<file path="config.mk">
export PLATFORM = sky130hd
export DESIGN_NAME = add_sequencer
export DESIGN_NICKNAME = d
export VERILOG_FILES = /design/src/rtl/add_seq_pkg.sv /design/src/rtl/sync_2ff.sv /design/src/rtl/add_sequencer.sv
export SDC_FILE = /design/constraint.sdc
export NUM_CORES = 1
export LEC_CHECK = 0
export CAP_MARGIN = 20
export CELL_PAD_IN_SITES_DETAIL_PLACEMENT = 2
export CELL_PAD_IN_SITES_GLOBAL_PLACEMENT = 2
export CORE_UTILIZATION = 26
export DETAILED_ROUTE_END_ITERATION = 16
export HOLD_SLACK_MARGIN = 0.15
export PLACE_DENSITY = 0.81
export SLEW_MARGIN = 20
export SYNTH_ARGS = -nofsm -noshare
export SYNTH_HDL_FRONTEND = slang
export SYNTH_HIERARCHICAL = 1
export SYNTH_SLANG_ARGS = --single-unit
</file>
<file path="constraint.sdc">
create_clock -name clock -period 1.6 [get_ports clock]
set_input_delay 0.16 -clock clock [delete_from_list [all_inputs] [get_ports clock]]
set_output_delay 0.16 -clock clock [all_outputs]
set_load 0.005 [all_outputs]
</file>
<file path="src/rtl/add_seq_pkg.sv">
// rtl/add_seq_pkg.sv - shared state encodings and default width for add_sequencer
package add_seq_pkg;

    localparam int DEFAULT_WIDTH = 4;
    localparam int STATE_W       = 3;

    localparam logic [STATE_W-1:0] ST_LOAD_A = 3'd0;
    localparam logic [STATE_W-1:0] ST_WAIT_A = 3'd1;
    localparam logic [STATE_W-1:0] ST_LOAD_B = 3'd2;
    localparam logic [STATE_W-1:0] ST_WAIT_B = 3'd3;
    localparam logic [STATE_W-1:0] ST_ADD    = 3'd4;
    localparam logic [STATE_W-1:0] ST_DONE   = 3'd5;

    // Idle states are the ones waiting for an operator press with nothing in flight
    function automatic logic state_busy(input logic [STATE_W-1:0] st);
        return !((st == ST_LOAD_A) || (st == ST_DONE));
    endfunction

endpackage

</file>
<file path="src/rtl/sync_2ff.sv">
// rtl/sync_2ff.sv - two-flop synchronizer for a single asynchronous bit
module sync_2ff (
    input  logic clock,
    input  logic resetn,
    input  logic d,
    output logic q
);

    logic meta;

    // First flop may go metastable; second flop gives it a full cycle to settle
    always_ff @(posedge clock or negedge resetn) begin
        if (!resetn) begin
            meta <= 1'b0;
            q    <= 1'b0;
        end else begin
            meta <= d;
            q    <= meta;
        end
    end

endmodule

</file>
<file path="src/rtl/add_sequencer.sv">
// rtl/add_sequencer.sv - operator-driven operand loader and result capture for an external adder
module add_sequencer
    import add_seq_pkg::*;
#(
    parameter int WIDTH = DEFAULT_WIDTH
) (
    input  logic             clock,
    input  logic             resetn,
    input  logic [WIDTH-1:0] data_in,
    input  logic             go,
    input  logic             accumulate,
    input  logic             carry_in,
    input  logic [WIDTH-1:0] sum_in,
    input  logic             c_out_in,
    output logic [WIDTH-1:0] a_out,
    output logic [WIDTH-1:0] b_out,
    output logic             c_in_out,
    output logic [WIDTH:0]   result,
    output logic             result_valid,
    output logic             busy,
    output logic [2:0]       state_out
);

    logic                go_s;
    logic [STATE_W-1:0]  state;

    sync_2ff u_go_sync (
        .clock  (clock),
        .resetn (resetn),
        .d      (go),
        .q      (go_s)
    );

    // Status outputs decode straight from the state register so they clear with it on reset
    assign result_valid = (state == ST_DONE);
    assign busy         = state_busy(state);
    assign state_out    = state;

    // Sequencer: each press captures one operand, each release arms the next step
    always_ff @(posedge clock or negedge resetn) begin
        if (!resetn) begin
            state    <= ST_LOAD_A;
            a_out    <= '0;
            b_out    <= '0;
            c_in_out <= 1'b0;
            result   <= '0;
        end else begin
            case (state)
                ST_LOAD_A: begin
                    if (go_s) begin
                        a_out <= data_in;
                        state <= ST_WAIT_A;
                    end
                end
                ST_WAIT_A: begin
                    if (!go_s) state <= ST_LOAD_B;
                end
                ST_LOAD_B: begin
                    if (go_s) begin
                        b_out    <= data_in;
                        c_in_out <= carry_in;
                        state    <= ST_WAIT_B;
                    end
                end
                ST_WAIT_B: begin
                    if (!go_s) state <= ST_ADD;
                end
                ST_ADD: begin
                    // Operands have been stable for a full cycle, so the external sum has settled
                    result <= {c_out_in, sum_in};
                    state  <= ST_DONE;
                end
                ST_DONE: begin
                    if (go_s) begin
                        if (accumulate) begin
                            a_out    <= result[WIDTH-1:0];
                            b_out    <= data_in;
                            c_in_out <= carry_in;
                            state    <= ST_WAIT_B;
                        end else begin
                            a_out <= data_in;
                            state <= ST_WAIT_A;
                        end
                    end
                end
                default: state <= ST_LOAD_A;
            endcase
        end
    end

endmodule
</file>
==> results.toml, run 1 <==
[routing]
drc = 0
highest_layer = "met4"
routed_via_density = 4.45
avgRoutedWirePerCell_um = 14.8
drtIter0Drc = 8
routed-wl-met2_um = 1200
via_count = 686
routed_wl_um = 2280
ant_nets = 0
wl_met3_um = 52
drt-met1-wl_um = 1000
firstDrtPassIters = 3

[yosys]
synth_xor_area_frac = 0.0106
seq_area_frac_synth = 0.574
ys_top_cells_by_area = "dfrtp_1, mux2_2, a31oi_1, nand2_1, o21ai_4"
ys_dominant_reg_cell = "dfrtp_1"
muxShareOfSynthArea = 0.136
synth_cells = 68
synth_fa_ha_area_frac = 0
synth_edf_count = 0
synth_warnings = 6
syn_area_um2 = 828
yosysTopAreaCell = "dfrtp_1"
synth_top_family_by_area = "multiplexers"
synth-simple-area-share = 0.125
ys_ff_latch = 19
syn_nets = 82
synthDistinctLibCells = 20
synth_top_area_share = 0.574
ys_top_cells_by_count = "dfrtp_1, mux2_2, nand2_1, a31oi_1"
synth_compound_area_frac = 0.121
syn_area_per_cell_um2 = 12.2
async_flop_share = 1.00
yosysMostFrequentCell = "dfrtp_1"

[worst_setup_path]
regToRegSetupSlack_ps = 70
rr_startpoint = "state_out[2]"
slowest_delay_ps = 460
r2r-end = "b_out[0]"
crit_slowest_cell = "dfrtp_2"
end_kind = "flop"
r2r_cells = 4
cpLargestDelayFamily = "flip-flops"
cp_cell_sequence = "buf_4 > and4b_4 > o21ai_4 > mux2_2"
cp.arrival_ps = 1720
critPathMaxFanout = 7
required_ps = 1790
startpoint_type = "flop"
critPathKind = "reg -> reg"
crit_path_start = "state_out[2]"
critPathBufInv = 1

[die]
rows = 20
pin_count = 33
die-area_mm2 = 0.00342
start_util = 0.274
core_area_mm2 = 0.00303
die_y_um = 58.4
die_w_um = 58.4

[power]
leakage_nw = 0.555
power_density_mw_per_mm2 = 1840
vdd_ir_drop_max_v = 0.000643

[grt]
grt_pass1_vias = 748
grt_util_all_layers = 0.145
grt_first_pass_wirelength_um = 3720
antenna_found_initial = 0
grt_max_degree = 20
grt_overflow = 0

[clock_tree]
clkSinkCount = 19
insertion_delay_ps = 300
h-tree-depth = 1
cts_tree = "built"
clock_path_buffers = 2
clk_pin_slew_ps = 120
cts_hold_buf = 0
cts_root_buf = "clkbuf_4"
cts_buffers = 3

[placed_design]
place_ws_ps = 44.2
dpl.hpwl_um = 1720
dp.cells = 146
post_dp_cell_area_mm2 = 0.00122
io_buffers = 32
place.gp.congestion = 0.712

[min_path]
min_path_type = "in -> async"

[status]
status = "finished clean"

[sta]
slew_viol_final = 0
period_share = 0.953
layout_setup_ws_ps = 74.9
hold_viol = 0
finalClockSkew_ps = 4.06
layout_min_cycle_time_ps = 1530
slew-limit-headroom = 0.747
setup_viol = 0
setup_tns_ps = 0
rsz0062_at_grt = "no"
timing.fmax_mhz = 656
tightest_slew_ps = 379

[finish]
drive_gt1_frac = 0.282
n_antenna_cell = 0
final_area_mm2 = 0.00129
nNetsFinal = 125
instances_no_fill = 154
syn2layout_area_growth_pct = 55.7

[flow_run]
drv_cap = 0
-- through the flow --
| step | utilization | total power, W | hold slack, ps |
|---|---|---|---|
| after floorplan | - | 0.00136 | -136 |
| after global placement | 0.403 | 0.00200 | 333 |
| after detailed placement | 0.403 | 0.00207 | 343 |
| after CTS | 0.423 | 0.00239 | 193 |
| after global routing | 0.426 | 0.00255 | 185 |
| final | 0.426 | 0.00237 | 182 |
-- final cells by class --
| class | instances | area (um2) |
|---|---|---|
| fillers | 330 | 1740 |
| flip-flops and latches | 19 | 478 |
| repair buffers | 41 | 389 |
| multi-input cells | 44 | 333 |
| well taps | 44 | 55.1 |
| clock buffers | 3 | 22.5 |
| inverters | 2 | 7.51 |
| clock inverters | 1 | 5.00 |
-- worst register-to-register path: stages (launching register included) --
cell,delay [ps]
dfrtp_2,460
buf_4,170
and4b_4,220
o21ai_4,200
mux2_2,360
-- logic make-up after synthesis --
group,count (synthesis)
xor+xnor,1
mux,10
compound gates,14
flops,19
simple gates,19
buf+inv,5
-- report_power, final --
group / total (W) / switching [W] / leakage (nW) / internal, W
Clock: 0.000251 / 0.000159 / 0.0177 / 0.0000929
Combinational: 0.00126 / 0.000455 / 0.316 / 0.000805
Sequential: 0.000860 / 0.000159 / 0.222 / 0.000700
-- registers in the layout (all words and copies together), names as in the netlist --
| register | cells |
|---|---|
| b_out | 4 |
| result | 5 |
| u_go_sync/q | 1 |
| c_in_out | 1 |
| a_out | 4 |
| u_go_sync/meta | 1 |
| state_out | 3 |
-- worst max path at each step --
stage          cells after the start            to  slack [ps]
6_report                           4      b_out[0]          70
3_5_place_dp                       4      b_out[3]          40
5_1_grt                            4      b_out[3]           3
4_1_cts                            3  result_valid           2
3_3_place_gp                       4      c_in_out          60
2_1_floorplan                      4      b_out[0]         180
-- what timing repair did --
action | in CTS | in global routing
resized for setup | 5 | 1
setup buffers | 3 | 1
endpoints found under the setup margin | 4 | 7
hold endpoints to repair | 0 | 0
pin swaps | 0 | 1
-- metal layers --
metal / up-vias / GRT usage
li1: 326 / -
met1: 342 / 0.183
met2: 16 / 0.258
met3: 2 / 0.0198
met4: 0 / 0.0408
met5: - / 0
-- cell usage in the layout, fill, tap and decap left out --
master | Yosys | routed
nand2_1 | 10 | 10
a31oi_1 | 8 | 8
a32o_1 | 1 | 1
dlygate4sd2_1 | 0 | 1
nor3b_2 | 1 | 1
nor2_1 | 2 | 2
a31o_2 | 1 | 1
and4b_4 | 1 | 1
inv_2 | 0 | 1
o21ai_0 | 2 | 2
nand3_1 | 1 | 1
dlymetal6s2s_1 | 0 | 1
nand2b_1 | 1 | 1
buf_4 | 2 | 9
xnor2_2 | 0 | 1
clkbuf_4 | 0 | 3
a21oi_1 | 1 | 1
dfrtp_2 | 0 | 2
nand4b_1 | 1 | 1
mux2_2 | 10 | 10
clkdlybuf4s50_1 | 0 | 30
and3_1 | 2 | 2
inv_1 | 2 | 1
o21ai_4 | 1 | 1
clkinv_2 | 0 | 1
dfrtp_1 | 19 | 17
Power figures use the tool's default switching activity.
==> run 2: changes to the inputs <==
- CELL_PAD_IN_SITES_DETAIL_PLACEMENT: 2 -> 1
- CELL_PAD_IN_SITES_GLOBAL_PLACEMENT: 2 -> 1
- CORE_UTILIZATION: 26 -> 32
- PLACE_DENSITY: 0.81 -> 0.84
- RECOVER_POWER: default -> 50
==> run 2 against run 1 <==
  * Final area is 2.0% lower
  * Register-to-register slack worse by 20 ps
  * Fmax down 1.2%
  * Highest routed layer unchanged
==> results.toml, run 2 (synthesis results as in run 1) <==
[flow_run]
drv_cap = 0

[sta]
layout_min_cycle_time_ps = 1540
tightest_slew_ps = 1040
hold_viol = 0
layout_setup_ws_ps = 56.3
slew_viol_final = 0
slew-limit-headroom = 0.307
timing.fmax_mhz = 648
setup_viol = 0
period_share = 0.965
rsz0062_at_grt = "no"
setup_tns_ps = 0
finalClockSkew_ps = 1.14

[power]
vdd_ir_drop_max_v = 0.000919
leakage_nw = 0.546
finalPower_w = 0.00237
power_density_mw_per_mm2 = 1880

[die]
core_area_mm2 = 0.00245
die-area_mm2 = 0.00280
die_y_um = 52.9
pin_count = 33
start_util = 0.337
die_w_um = 52.9
rows = 18

[finish]
drive_gt1_frac = 0.248
top_register = "result"
fillers = 281
largest_register_ffs = 5
seq_area_um2 = 478
final_area_mm2 = 0.00126
final_common_cell = "clkdlybuf4s50_1"
mostFrequentLayoutCells = "clkdlybuf4s50_1, dfrtp_1, nand2_1, mux2_2, a31oi_1"
n_antenna_cell = 0
multiInputGateArea_um2 = 333
nNetsFinal = 124
syn2layout_area_growth_pct = 52.6
reg.largest.list = "result (5), a_out (4), b_out (4)"

[placed_design]
io_buffers = 32
place_ws_ps = 25.1
post_dp_cell_area_mm2 = 0.00120
place.gp.congestion = 0.673
dpl.hpwl_um = 1760

[worst_setup_path]
cp_cell_sequence = "buf_4 > and4b_4 > o21ai_4 > mux2_2"
slowest_delay_ps = 450
r2r_cells = 4
startpoint_type = "flop"
cp.arrival_ps = 1730
crit_slowest_cell = "dfrtp_2"
critPathMaxFanout = 5
critPathBufInv = 1
r2r-end = "b_out[1]"
cp_num_cells = 4
critPathCapture = "b_out[1]"
regToRegSetupSlack_ps = 60
required_ps = 1790
end_kind = "flop"
rr_startpoint = "state_out[0]"
crit_path_start = "state_out[0]"
critPathKind = "reg -> reg"
cpLargestDelayFamily = "flip-flops"

[grt]
antenna_found_initial = 0
grt_first_pass_wirelength_um = 3590
grt_util_all_layers = 0.188
grt_max_degree = 20
grt_overflow = 0
grt_pass1_vias = 765

[clock_tree]
clock_path_buffers = 2
cts_tree = "built"
insertion_delay_ps = 290
cts_root_buf = "clkbuf_4"
clkSinkCount = 19
h-tree-depth = 1
cts_buffers = 3
cts_hold_buf = 0
clk_pin_slew_ps = 100

[routing]
ant_nets = 0
avgRoutedWirePerCell_um = 16.1
drtIter0Drc = 6
routed_via_density = 5.05
routed_wl_um = 2240
firstDrtPassIters = 4
drc = 0
via_count = 702

[min_path]
min_path_type = "reg -> reg"

[status]
status = "finished clean"
-- run 2: cell count changes in the layout (fill, tap and decap cells not counted) --
cell	change
inv_2	-1
buf_6	+1
buf_4	-3
clkdlybuf4s50_1	-2
clkinv_2	-1
inv_1	+1
dlygate4sd3_1	+2
clkbuf_1	+2
-- run 2: how the worst min path moves through the flow --
stage / endpoint / from / cells past startpoint
2_1_floorplan: a_out[0] / resetn / 0
3_3_place_gp: u_go_sync/q / u_go_sync/meta / 0
3_5_place_dp: u_go_sync/q / u_go_sync/meta / 0
4_1_cts: result[3] / resetn / 2
5_1_grt: u_go_sync/q / u_go_sync/meta / 0
6_report: u_go_sync/q / u_go_sync/meta / 0
-- run 2: where the power goes --
group	leakage [nW]	internal (W)	total [W]	switching (W)
clock	0.0150	0.0000971	0.000244	0.000147
combinational	0.309	0.000795	0.00126	0.000462
sequential	0.222	0.000701	0.000873	0.000172
total	0.546	0.00159	0.00237	0.000781
-- run 2: what timing repair did --
item | 4_1_cts | 5_1_grt
pin swaps | 0 | 0
setup buffers | 3 | 0
gates resized for setup | 5 | 2
endpoints found under the setup margin | 3 | 4
-- run 2: through the flow --
stage,utilization,hold WS [ps],instances
after detailed placement,0.490,343,132
final,0.515,363,139
after CTS,0.514,188,139
after global placement,0.490,332,132
after floorplan,-,-136,68
after global routing,0.515,382,139
-- run 2: layout make-up --
| type | instances | share of cell area |
|---|---|---|
| well taps | 30 | 0.0297 |
| repair buffers | 40 | 0.302 |
| clock buffers | 4 | 0.0208 |
| multi-input cells | 44 | 0.263 |
| inverters | 2 | 0.00594 |
| flip-flops and latches | 19 | 0.378 |
-- run 2: per-layer routing --
layer | wire (um) | global-route usage
met1 | 882 | 0.211
met2 | 1210 | 0.329
met3 | 88 | 0.0287
met4 | 67 | 0.118
met5 | 0 | 0
==> run 3: changes to the inputs <==
--- a/constraint.sdc
+++ b/constraint.sdc
@@ -3,2 +3,2 @@
 set_output_delay 0.16 -clock clock [all_outputs]
-set_load 0.005 [all_outputs]
+set_load 0.05 [all_outputs]
==> run 3 against run 2 <==
  * Worst hold slack better by 5.3 ps
  * Highest routed layer unchanged
  * Count of clock-buffer cells in the layout unchanged
  * Non-clock buffer count down 6
  * Clock skew up 5.0 ps
  * Largest cell class unchanged
==> results.toml, run 3 (synthesis results as in run 1) <==
[die]
die-area_mm2 = 0.00280
start_util = 0.337
die_y_um = 52.9
pin_count = 33
die_w_um = 52.9
rows = 18
core_area_mm2 = 0.00245

[clock_tree]
cts_root_buf = "clkbuf_4"
cts_buffers = 3
cts_hold_buf = 0
clkSinkCount = 19
clock_path_buffers = 2
cts_setup_buffers = 0
h-tree-depth = 1
insertion_delay_ps = 290
clk_pin_slew_ps = 100
cts_tree = "built"

[worst_setup_path]
cp_cell_sequence = "inv_1 > and3_1 > buf_12"
critPathBufInv = 2
critPathMaxFanout = 9
startpoint_type = "flop"
crit_slowest_cell = "dfrtp_1"
critPathKind = "reg -> out"
r2r_cells = 3
required_ps = 1440
end_kind = "output pin"
slowest_delay_ps = 450
cpLargestDelayFamily = "flip-flops"
cp.arrival_ps = 1360
cp_num_cells = 3

[routing]
firstDrtPassIters = 4
ant_nets = 0
drtIter0Drc = 3
routed_via_density = 4.99
avgRoutedWirePerCell_um = 14.2
drc = 0
routed_wl_um = 1890
via_count = 664

[placed_design]
place.gp.congestion = 0.693
dpl.hpwl_um = 1430
io_buffers = 32
post_dp_cell_area_mm2 = 0.00115

[sta]
finalClockSkew_ps = 6.13
hold_viol = 0
slew_viol_final = 0
timing.fmax_mhz = 660
hold_slack_ps = 368
layout_min_cycle_time_ps = 1520
tightest_slew_ps = 1000
slew-limit-headroom = 0.332
period_share = 0.948
setup_tns_ps = 0
setup_viol = 0

[grt]
grt_first_pass_wirelength_um = 3070
antenna_found_initial = 0
grt_pass1_vias = 658
grt_overflow = 0
grt_max_degree = 20
grt_util_all_layers = 0.152

[finish]
final_area_mm2 = 0.00117
post-route-util = 0.477
largest_register_ffs = 5
final_common_cell = "dfrtp_1"
reg.largest.list = "result (5), a_out (4), b_out (4)"
top_register = "result"
nNetsFinal = 118
mostFrequentLayoutCells = "dfrtp_1, buf_4, clkdlybuf4s50_1"
syn2layout_area_growth_pct = 41.4
drive_gt1_frac = 0.340
n_antenna_cell = 0

[min_path]
whs_path_depth = 0
min_path_type = "reg -> reg"

[status]
status = "finished clean"

[flow_run]
drv_cap = 0
-- run 3: cell count changes in the layout (fill, tap and decap cells not counted), sizes merged --
cell / before / now
dlymetal6s2s: 1 / 0
clkbuf: 5 / 10
clkdlybuf4s50: 28 / 11
buf: 7 / 15
dlygate4sd2: 1 / 0
-- run 3: timing repair --
| action | CTS | global route |
|---|---|---|
| endpoints found under the hold margin | 0 | 0 |
| gates resized for setup | 1 | 1 |
| setup endpoints to repair | 1 | 1 |
-- run 3: worst paths after layout --
path	slack, ps	to	startpoint
setup / recovery	80	result_valid	state_out[1]
hold / removal	370	u_go_sync/q	u_go_sync/meta
setup reg to reg	110	b_out[0]	state_out[0]
hold reg to reg	370	u_go_sync/q	u_go_sync/meta
max in group asynchronous	390	state_out[2]	resetn
min in group asynchronous	530	a_out[3]	resetn
-- run 3: cell type report --
| type | instances | area (um2) |
|---|---|---|
| clock buffer | 4 | 26.3 |
| fill | 286 | 1280 |
| timing repair buffer | 34 | 278 |
| multi-input combinational | 44 | 344 |
| tap | 30 | 37.5 |
| sequential | 19 | 478 |
| inverter | 2 | 7.51 |
-- run 3: per-stage QoR --
stage                     cells  setup slack [ps]
after floorplan              68             0.585
after global placement      129              87.0
after detailed placement    129              50.6
final                       133              83.9
after global routing        133             -2.42
after CTS                   133              44.9
-- run 3: layer usage --
metal,wire length [um],track usage,vias to the layer above
li1,-,-,316
met1,865,0.209,324
met2,891,0.234,22
met3,119,0.0345,2
met4,13,0.0526,0
met5,0,0,-
Power of run 3 is left out: the tool's default activity adds up to more than one toggle a clock period on the data nets, which glitch-free logic cannot reach.
